File: config.mk
export PLATFORM = sky130hd
export DESIGN_NAME = alu_operand_stage_flat
export DESIGN_NICKNAME = d
export VERILOG_FILES = /design/src/rtl/alu_operand_stage_pkg.sv /design/src/rtl/alu_operand_stage_if.sv /design/src/rtl/fwd_resolve.sv /design/src/rtl/alu_operand_stage.sv /design/src/flat_wrapper.sv
export SDC_FILE = /design/constraint.sdc
export NUM_CORES = 1
export LEC_CHECK = 0
export BUFFER_PORTS_ARGS = -buffer_cell sky130_fd_sc_hd__buf_2
export CAP_MARGIN = 40
export CORE_UTILIZATION = 35
export DETAILED_ROUTE_END_ITERATION = 8
export PLACE_DENSITY = 0.65
export SYNTH_ARGS = -nofsm -noshare
export SYNTH_HDL_FRONTEND = slang
export SYNTH_SLANG_ARGS = --single-unit
File: constraint.sdc
create_clock -name clk -period 2.58 [get_ports clk]
set_input_delay 0.387 -clock clk [delete_from_list [all_inputs] [get_ports clk]]
set_output_delay 0.387 -clock clk [all_outputs]
set_load 0.05 [all_outputs]
File: src/rtl/alu_operand_stage_pkg.sv
// Shared constants and operand-select encodings for the ALU operand stage.
package alu_operand_stage_pkg;

    localparam int XLEN_DEFAULT = 32;
    localparam int REG_W        = 5;
    localparam logic [REG_W-1:0] REG_ZERO = 5'd0;

    typedef enum logic {
        SRC_A_RS1 = 1'b0,
        SRC_A_PC  = 1'b1
    } alusrc_a_e;

    typedef enum logic {
        SRC_B_RS2 = 1'b0,
        SRC_B_IMM = 1'b1
    } alusrc_b_e;

endpackage

File: src/rtl/alu_operand_stage_if.sv
// Decode-to-ALU handshake bundle: decoded operands, forwarding sources and registered results.
interface alu_operand_stage_if
    import alu_operand_stage_pkg::*;
#(
    parameter int XLEN = XLEN_DEFAULT,
    parameter int NFWD = 2
);
    logic                    in_valid;
    logic                    in_ready;
    logic [REG_W-1:0]        rs1_addr;
    logic [REG_W-1:0]        rs2_addr;
    logic [XLEN-1:0]         output_data1;
    logic [XLEN-1:0]         output_data2;
    logic [XLEN-1:0]         imm_val;
    logic [XLEN-1:0]         pc;
    logic                    alusrc_a;
    logic                    alusrc;
    logic [NFWD-1:0]         fwd_valid;
    logic [REG_W*NFWD-1:0]   fwd_rd;
    logic [XLEN*NFWD-1:0]    fwd_data;
    logic                    flush;
    logic                    out_valid;
    logic                    out_ready;
    logic [XLEN-1:0]         op_a;
    logic [XLEN-1:0]         op_b;
    logic [XLEN-1:0]         store_data;

    modport master (
        output in_valid, rs1_addr, rs2_addr, output_data1, output_data2, imm_val, pc,
               alusrc_a, alusrc, fwd_valid, fwd_rd, fwd_data, flush, out_ready,
        input  in_ready, out_valid, op_a, op_b, store_data
    );

    modport slave (
        input  in_valid, rs1_addr, rs2_addr, output_data1, output_data2, imm_val, pc,
               alusrc_a, alusrc, fwd_valid, fwd_rd, fwd_data, flush, out_ready,
        output in_ready, out_valid, op_a, op_b, store_data
    );

endinterface

File: src/rtl/fwd_resolve.sv
// Priority forwarding for one source operand: youngest matching source wins, x0 never forwarded.
module fwd_resolve
    import alu_operand_stage_pkg::*;
#(
    parameter int XLEN = XLEN_DEFAULT,
    parameter int NFWD = 2
) (
    input  logic [REG_W-1:0]      rs_addr,
    input  logic [XLEN-1:0]       rf_data,
    input  logic [NFWD-1:0]       fwd_valid,
    input  logic [REG_W*NFWD-1:0] fwd_rd,
    input  logic [XLEN*NFWD-1:0]  fwd_data,
    output logic [XLEN-1:0]       value,
    output logic                  hit
);

    // Walk oldest to youngest so the lowest matching index is the final assignment.
    always_comb begin
        value = rf_data;
        hit   = 1'b0;
        for (int i = NFWD - 1; i >= 0; i--) begin
            if (fwd_valid[i] && (fwd_rd[REG_W*i +: REG_W] == rs_addr) && (rs_addr != REG_ZERO)) begin
                value = fwd_data[XLEN*i +: XLEN];
                hit   = 1'b1;
            end
        end
    end

endmodule

File: src/rtl/alu_operand_stage.sv
// Operand stage: resolves forwarded sources, selects ALU operands and registers them behind a valid/ready handshake.
module alu_operand_stage
    import alu_operand_stage_pkg::*;
#(
    parameter int XLEN = XLEN_DEFAULT,
    parameter int NFWD = 2,
    parameter int CNTW = 16
) (
    input  logic              clk,
    input  logic              rst,
    alu_operand_stage_if.slave bus,
    output logic [CNTW-1:0]   fwd_count
);

    logic [XLEN-1:0] rs1_val;
    logic [XLEN-1:0] rs2_val;
    logic            rs1_hit;
    logic            rs2_hit;
    logic            load;
    logic            fwd_used;

    logic            out_valid_q;
    logic [XLEN-1:0] op_a_q;
    logic [XLEN-1:0] op_b_q;
    logic [XLEN-1:0] store_data_q;
    logic [CNTW-1:0] fwd_count_q;

    fwd_resolve #(.XLEN(XLEN), .NFWD(NFWD)) u_rs1 (
        .rs_addr   (bus.rs1_addr),
        .rf_data   (bus.output_data1),
        .fwd_valid (bus.fwd_valid),
        .fwd_rd    (bus.fwd_rd),
        .fwd_data  (bus.fwd_data),
        .value     (rs1_val),
        .hit       (rs1_hit)
    );

    fwd_resolve #(.XLEN(XLEN), .NFWD(NFWD)) u_rs2 (
        .rs_addr   (bus.rs2_addr),
        .rf_data   (bus.output_data2),
        .fwd_valid (bus.fwd_valid),
        .fwd_rd    (bus.fwd_rd),
        .fwd_data  (bus.fwd_data),
        .value     (rs2_val),
        .hit       (rs2_hit)
    );

    assign bus.in_ready = !out_valid_q || bus.out_ready;
    assign load         = bus.in_valid && bus.in_ready;

    // rs2 always reaches store_data, so any rs2 forward counts; rs1 only when op_a actually uses it.
    assign fwd_used = (rs1_hit && (bus.alusrc_a == SRC_A_RS1)) || rs2_hit;

    always_ff @(posedge clk) begin
        if (rst) begin
            out_valid_q  <= 1'b0;
            op_a_q       <= '0;
            op_b_q       <= '0;
            store_data_q <= '0;
            fwd_count_q  <= '0;
        end else if (bus.flush) begin
            out_valid_q <= 1'b0;
        end else if (load) begin
            out_valid_q  <= 1'b1;
            op_a_q       <= (bus.alusrc_a == SRC_A_PC)  ? bus.pc      : rs1_val;
            op_b_q       <= (bus.alusrc   == SRC_B_IMM) ? bus.imm_val : rs2_val;
            store_data_q <= rs2_val;
            if (fwd_used && (fwd_count_q != '1)) begin
                fwd_count_q <= fwd_count_q + CNTW'(1);
            end
        end else if (bus.out_ready) begin
            out_valid_q <= 1'b0;
        end
    end

    assign bus.out_valid  = out_valid_q;
    assign bus.op_a       = op_a_q;
    assign bus.op_b       = op_b_q;
    assign bus.store_data = store_data_q;
    assign fwd_count      = fwd_count_q;

endmodule

File: src/flat_wrapper.sv
// flat-port wrapper written by rule: the top's interface ports become plain ports
module alu_operand_stage_flat import alu_operand_stage_pkg::*;
#(
    parameter int XLEN = XLEN_DEFAULT,
    parameter int NFWD = 2,
    parameter int CNTW = 16
)
  (clk, rst, fwd_count, bus_in_valid, bus_rs1_addr, bus_rs2_addr, bus_output_data1, bus_output_data2, bus_imm_val, bus_pc, bus_alusrc_a, bus_alusrc, bus_fwd_valid, bus_fwd_rd, bus_fwd_data, bus_flush, bus_out_ready, bus_in_ready, bus_out_valid, bus_op_a, bus_op_b, bus_store_data);
  alu_operand_stage_if #(.XLEN(XLEN), .NFWD(NFWD)) bus_i ();
  input  logic clk;
  input  logic rst;
  output logic [CNTW-1:0] fwd_count;
  input wire logic [$bits(bus_i.in_valid)-1:0] bus_in_valid;
  input wire logic [$bits(bus_i.rs1_addr)-1:0] bus_rs1_addr;
  input wire logic [$bits(bus_i.rs2_addr)-1:0] bus_rs2_addr;
  input wire logic [$bits(bus_i.output_data1)-1:0] bus_output_data1;
  input wire logic [$bits(bus_i.output_data2)-1:0] bus_output_data2;
  input wire logic [$bits(bus_i.imm_val)-1:0] bus_imm_val;
  input wire logic [$bits(bus_i.pc)-1:0] bus_pc;
  input wire logic [$bits(bus_i.alusrc_a)-1:0] bus_alusrc_a;
  input wire logic [$bits(bus_i.alusrc)-1:0] bus_alusrc;
  input wire logic [$bits(bus_i.fwd_valid)-1:0] bus_fwd_valid;
  input wire logic [$bits(bus_i.fwd_rd)-1:0] bus_fwd_rd;
  input wire logic [$bits(bus_i.fwd_data)-1:0] bus_fwd_data;
  input wire logic [$bits(bus_i.flush)-1:0] bus_flush;
  input wire logic [$bits(bus_i.out_ready)-1:0] bus_out_ready;
  output wire logic [$bits(bus_i.in_ready)-1:0] bus_in_ready;
  output wire logic [$bits(bus_i.out_valid)-1:0] bus_out_valid;
  output wire logic [$bits(bus_i.op_a)-1:0] bus_op_a;
  output wire logic [$bits(bus_i.op_b)-1:0] bus_op_b;
  output wire logic [$bits(bus_i.store_data)-1:0] bus_store_data;
  assign bus_i.in_valid = bus_in_valid;
  assign bus_i.rs1_addr = bus_rs1_addr;
  assign bus_i.rs2_addr = bus_rs2_addr;
  assign bus_i.output_data1 = bus_output_data1;
  assign bus_i.output_data2 = bus_output_data2;
  assign bus_i.imm_val = bus_imm_val;
  assign bus_i.pc = bus_pc;
  assign bus_i.alusrc_a = bus_alusrc_a;
  assign bus_i.alusrc = bus_alusrc;
  assign bus_i.fwd_valid = bus_fwd_valid;
  assign bus_i.fwd_rd = bus_fwd_rd;
  assign bus_i.fwd_data = bus_fwd_data;
  assign bus_i.flush = bus_flush;
  assign bus_i.out_ready = bus_out_ready;
  assign bus_in_ready = bus_i.in_ready;
  assign bus_out_valid = bus_i.out_valid;
  assign bus_op_a = bus_i.op_a;
  assign bus_op_b = bus_i.op_b;
  assign bus_store_data = bus_i.store_data;
  alu_operand_stage #(.XLEN(XLEN), .NFWD(NFWD), .CNTW(CNTW)) u_core (.clk(clk), .rst(rst), .bus(bus_i), .fwd_count(fwd_count));
endmodule
Yosys cells after proc, flatten, opt, wreduce, memory -nomap -nowiden
Cells that the tools add are included.
{"block": "word_totals", "input_bits": 221, "output_inout_bits": 114, "ff_bits": 113, "word_cells": 45}
{"block": "op_classes", "n_reduce_logical": 20, "eq_ne": 5, "n_bitwise": 2, "n_mux": 12, "addsub": 1}
{"op": "$mux W32", "count": 6}
{"op": "$eq A5 B5 Y1", "count": 4}
{"op": "$add A16 B1 Y16 const B", "count": 1}
{"op": "$ne A16 B16 Y1 const B", "count": 1}
{"op": "$logic_and A1 B1 Y1", "count": 11}
{"op": "$reduce_bool A5 Y1", "count": 2}
{"op": "$mux W1", "count": 6}
{"op": "$reduce_and A3 Y1", "count": 1}
{"op": "$logic_or A1 B1 Y1", "count": 2}
{"op": "$not A1 Y1", "count": 2}
{"op": "$reduce_and A2 Y1", "count": 1}
{"op": "$reduce_bool A2 Y1", "count": 1}
{"op": "$reduce_or A2 Y1", "count": 1}
{"op": "$logic_not A1 Y1", "count": 1}

Depth between registers and ports, before layout
{"block": "depth", "ltp_word": 9, "ltp_mapped": 9}

By module
A second synthesis with hierarchy kept.
{"block": "hier_totals", "hier_cells": 939, "area_unflattened_um2": 7100.6}
{"module": "alu_operand_stage", "cells_per_inst": 537, "seq_area_each_um2": 2262.2, "n_inst": 1, "area_per_inst_um2": 4853.4}
{"module": "fwd_resolve", "cells_per_inst": 201, "seq_area_each_um2": 0.0, "n_inst": 2, "area_per_inst_um2": 1123.6}

Least setup slack after synthesis
No wires, ideal clock.
{"block": "synth_path", "path_type": "input port to flip-flop", "from": "in bus_rs1_addr[0]", "to": "reg u_core.fwd_count_q[14] (netlist: u_core.fwd_count[14])", "arrival_ns": 2.123, "n_path_buf": 1, "required_ns": 2.459, "setup_slack_ns": 0.336, "cell_stages": 7, "setup_ns": 0.121, "cell_sequence": "xor2_1 > or4_1 > buf_2 > a21oi_4 > o2111ai_2 > nor3b_1 > mux2_2"}
{"block": "synth_between", "elab_chain_len": 9}
{"element": "start: declaration", "line_no": "flat_wrapper.sv:14", "text": "input wire logic [$bits(bus_i.rs1_addr)-1:0] bus_rs1_addr;"}
{"element": "$eq A5 B5 Y1", "line_no": "fwd_resolve.sv:22", "text": "if (fwd_valid[i] && (fwd_rd[REG_W*i +: REG_W] == rs_addr) && (rs_addr != REG_ZERO)) begin"}
{"element": "$logic_and A1 B1 Y1 (2 in a row)", "line_no": "fwd_resolve.sv:22"}
{"element": "$mux W1", "line_no": "fwd_resolve.sv:22"}
{"element": "$mux W1 (*)", "line_no": "fwd_resolve.sv:22"}
{"element": "$logic_and A1 B1 Y1 (*)", "line_no": "alu_operand_stage.sv:52", "text": "assign fwd_used = (rs1_hit && (bus.alusrc_a == SRC_A_RS1)) || rs2_hit;"}
{"element": "$logic_or A1 B1 Y1 (*)", "line_no": "alu_operand_stage.sv:52"}
{"element": "$logic_and A1 B1 Y1 (*)", "line_no": "alu_operand_stage.sv:68", "text": "if (fwd_used && (fwd_count_q != '1)) begin"}
{"element": "$reduce_and A3 Y1 (no source line) (*)"}
{"element": "end signal: assignment", "line_no": "alu_operand_stage.sv:69", "text": "fwd_count_q <= fwd_count_q + CNTW'(1);"}
{"element": "end: declaration", "line_no": "alu_operand_stage.sv:26", "text": "logic [CNTW-1:0] fwd_count_q;"}
Mark *: on every way between the ends. The rest lies on a longest branch, timed or not.
A chain may end at the register's enable or synchronous reset.

Worst setup path after layout
{"block": "layout_path", "from": "reg u_core.fwd_count_q[3] (netlist: u_core.fwd_count[3])", "to": "reg u_core.fwd_count_q[7] (netlist: u_core.fwd_count[7])"}
{"block": "layout_between", "elab_chain_len": 3}
{"element": "parallel branches: the longest is 3 deep, another holds $add A16 B1 Y16"}
Parallel ways; which one is timed is not known.

==> flow_summary.toml <==
[layout]
nFillCells = 1723
fin_nets = 1321
drive_above_1_share = 0.365
stdcell_area_mm2 = 0.00895
final_util = 0.516
syn_to_final_growth_pct = 43.3
fin_cells = 1339

[routing]
drt_iter0_markers = 409
routed_via_density = 5.12
finalWirelength_um = 22200
antenna_left = 0
drc_errors = 0
drtPass1Iterations = 5
num_vias = 6850
wl_per_cell_um = 16.6

[floorplanning]
die_w_um = 136
core_mm2 = 0.0174
pin_count = 335
die_area_mm2 = 0.0184
initial_core_util = 0.360
die_y_um = 136
row_count = 48

[synthesis]
yosysWarnings = 0
synth_seq_cells = 113
synth_edf_count = 0
syn_nets = 1002
synthCells = 780
ys.flop_type = "dfxtp_1"
netlist_area_mm2 = 0.00625
async_reset_ff_frac = 0
yosysSeqAreaShare = 0.362
avgSynthCellArea_um2 = 8.01
synth_cell_types = 38

[global_route]
grt_max_degree = 90
met3_usage = 0.0629
antenna_found_initial = 2
grt_pass1_vias = 6298
grt_overflow = 0
grt_use_met1 = 0.289
grt_pass1_wl_um = 33400
grt_util_met2 = 0.393
grtUsageTotal = 0.237
grt.busiest_layer = "met2"

[sta]
min_period_over_period = 0.925
setup_tns_ns = 0
hold_viol = 0
rsz0062_at_grt = "false"
fmax_ghz = 0.419
post-route-min-period_ns = 2.39
slew_headroom = 0.486
setup_viol = 0
tightest_slew_ns = 0.762
finClkSkew_ns = 0.0165
slew_violations = 0
fin_ws_ns = 0.193

[placement]
placed_cell_area_mm2 = 0.00831
gp_congestion = 0.888
post-place-cells = 1305
dp_hpwl_um = 16600
pre_cts_ws_ns = -0.0356
portBuffers = 334

[clock_tree]
cts_tree = "yes"
cts_resized = 0
cts_hold_buffers = 0
h-tree-depth = 4
clk_latency_ns = 0.42
numCtsBuffers = 17
post_cts_buffers = 0
root_buffer = "clkbuf_16"
cts.clk_slew.worst_paths_ns = 0.06
clockBufferDepth = 2
cts.sinks = 113

[power_and_ir_drop]
p_leak_nw = 4.28
ir_drop_uv = 422
power_density_mw_per_mm2 = 624

[worst_setup_path]
crit_buf_inv = 0
r2r-start = "u_core.fwd_count[3]"
critical_path_arrival_ns = 2.68
crit_chain = "and3_1, nand3_1, o311ai_0, o21ba_2, o211ai_1, xor2_1, nor2_1"
path_class = "reg2reg"
rr_worst_depth = 7
required_ns = 2.87
worstReg2RegEnd = "u_core.fwd_count[7]"
start_kind = "flop"
reg2reg_slack_ns = 0.19
worst-path-max-fanout = 6
cpMaxStageDelayCell = "o311ai_0"
end_kind = "flop"
cpLargestDelayFamily = "compound AO/OA/AOI/OAI gates"
slowest_delay_ns = 0.70

[flow_run]
drv_cap = 0

[hold_path]
worstHoldStart = "bus_flush"
hold_depth = 2
hold_path.class = "in2reg"
min_to = "u_core.bus.out_valid"

[run_status]
outcome = "finished, final reports clean"
## area by class of cell
type	count	area [um2]	area share
Multi-Input combinational cell	597	3710	0.414
Clock buffer	23	488	0.0545
Inverter	3	11.3	0.00126
Tap cell	225	282	0.0314
Clock inverter	9	153	0.0170
Antenna cell	2	5.00	0.000559
Timing Repair Buffer	367	2050	0.229
Sequential cell	113	2260	0.253
## kinds of logic (layout without fill, tap and decap cells)
family / after synthesis / after routing / share of synthesized area
flip-flops: 113 / 113 / 0.362
AND/OR/NAND/NOR: 285 / 285 / 0.196
other: 0 / 2 / 0
buffers and inverters: 70 / 402 / 0.0464
XOR/XNOR: 30 / 30 / 0.0420
AO/OA/AOI/OAI: 182 / 182 / 0.193
multiplexers: 99 / 99 / 0.159
adder cells (fa/ha/maj): 1 / 1 / 0.00200
## registers in the layout, indices dropped and copies added, names as in the netlist
signal,count
u_core.bus.out_valid,1
u_core.bus.op_a,32
u_core.bus.op_b,32
u_core.fwd_count,16
u_core.bus.store_data,32
## cell usage in the layout (no fill, tap or decap), types with 2 or more instances in the layout
master,instances
a211oi_1,97
a21oi_1,66
and3_1,6
and4_1,2
buf_12,10
buf_2,333
buf_4,24
bufinv_16,4
clkbuf_1,2
clkbuf_16,17
clkbuf_8,4
clkinv_2,3
clkinv_4,2
dfxtp_1,113
diode_2,2
inv_1,3
mux2i_1,98
nand2_1,70
nand3_1,4
nand4_1,4
nor2_1,148
nor2b_1,2
nor3_1,36
nor3b_1,2
o2111ai_1,2
o211ai_1,4
o21ai_0,6
or3_1,2
or4_1,2
or4_2,2
xnor2_1,15
xor2_1,15
## power by group
group	total, mW	switching, mW	leakage, nW	internal [mW]
Combinational	1.15	0.758	3.04	0.393
Clock	2.55	0.832	0.317	1.72
Sequential	1.89	0.0477	0.926	1.84
Total	5.59	1.64	4.28	3.95
## cells in the mapped netlist, types with 11 or more instances
master,count,area share
mux2i_1,98,0.16
nor2_1,148,0.089
clkbuf_1,40,0.024
buf_2,13,0.010
xnor2_1,15,0.021
xor2_1,15,0.021
dfxtp_1,113,0.36
a21oi_1,66,0.053
buf_1,11,0.0066
a211oi_1,97,0.12
nand2_1,70,0.042
nor3_1,36,0.029
## worst max-delay path by stage
stage               depth (start not counted)  slack (ns)           startpoint                    to
floorplan                                   7        0.34      bus_rs1_addr[0]  u_core.fwd_count[14]
global placement                            8        0.02      bus_rs1_addr[2]  u_core.fwd_count[14]
detailed placement                          8       -0.04      bus_rs1_addr[2]  u_core.fwd_count[14]
CTS                                         7        0.24  u_core.fwd_count[3]   u_core.fwd_count[9]
global route                                7        0.08  u_core.fwd_count[3]   u_core.fwd_count[9]
finish                                      7        0.19  u_core.fwd_count[3]   u_core.fwd_count[7]
## per-layer routing
metal | up-vias | routed length [um]
met5 | - | 0
met4 | 0 | 425
met3 | 35 | 1780
met2 | 293 | 10700
met1 | 3094 | 9360
li1 | 3428 | -
## stage by stage
step	hold slack [ns]	total power, mW
6_report	0.196	5.59
4_1_cts	0.186	5.65
2_1_floorplan	0.466	2.64
5_1_grt	0.206	5.83
3_5_place_dp	0.445	3.08
3_3_place_gp	0.439	3.07
Note: power is estimated with default switching activity, not from simulation.
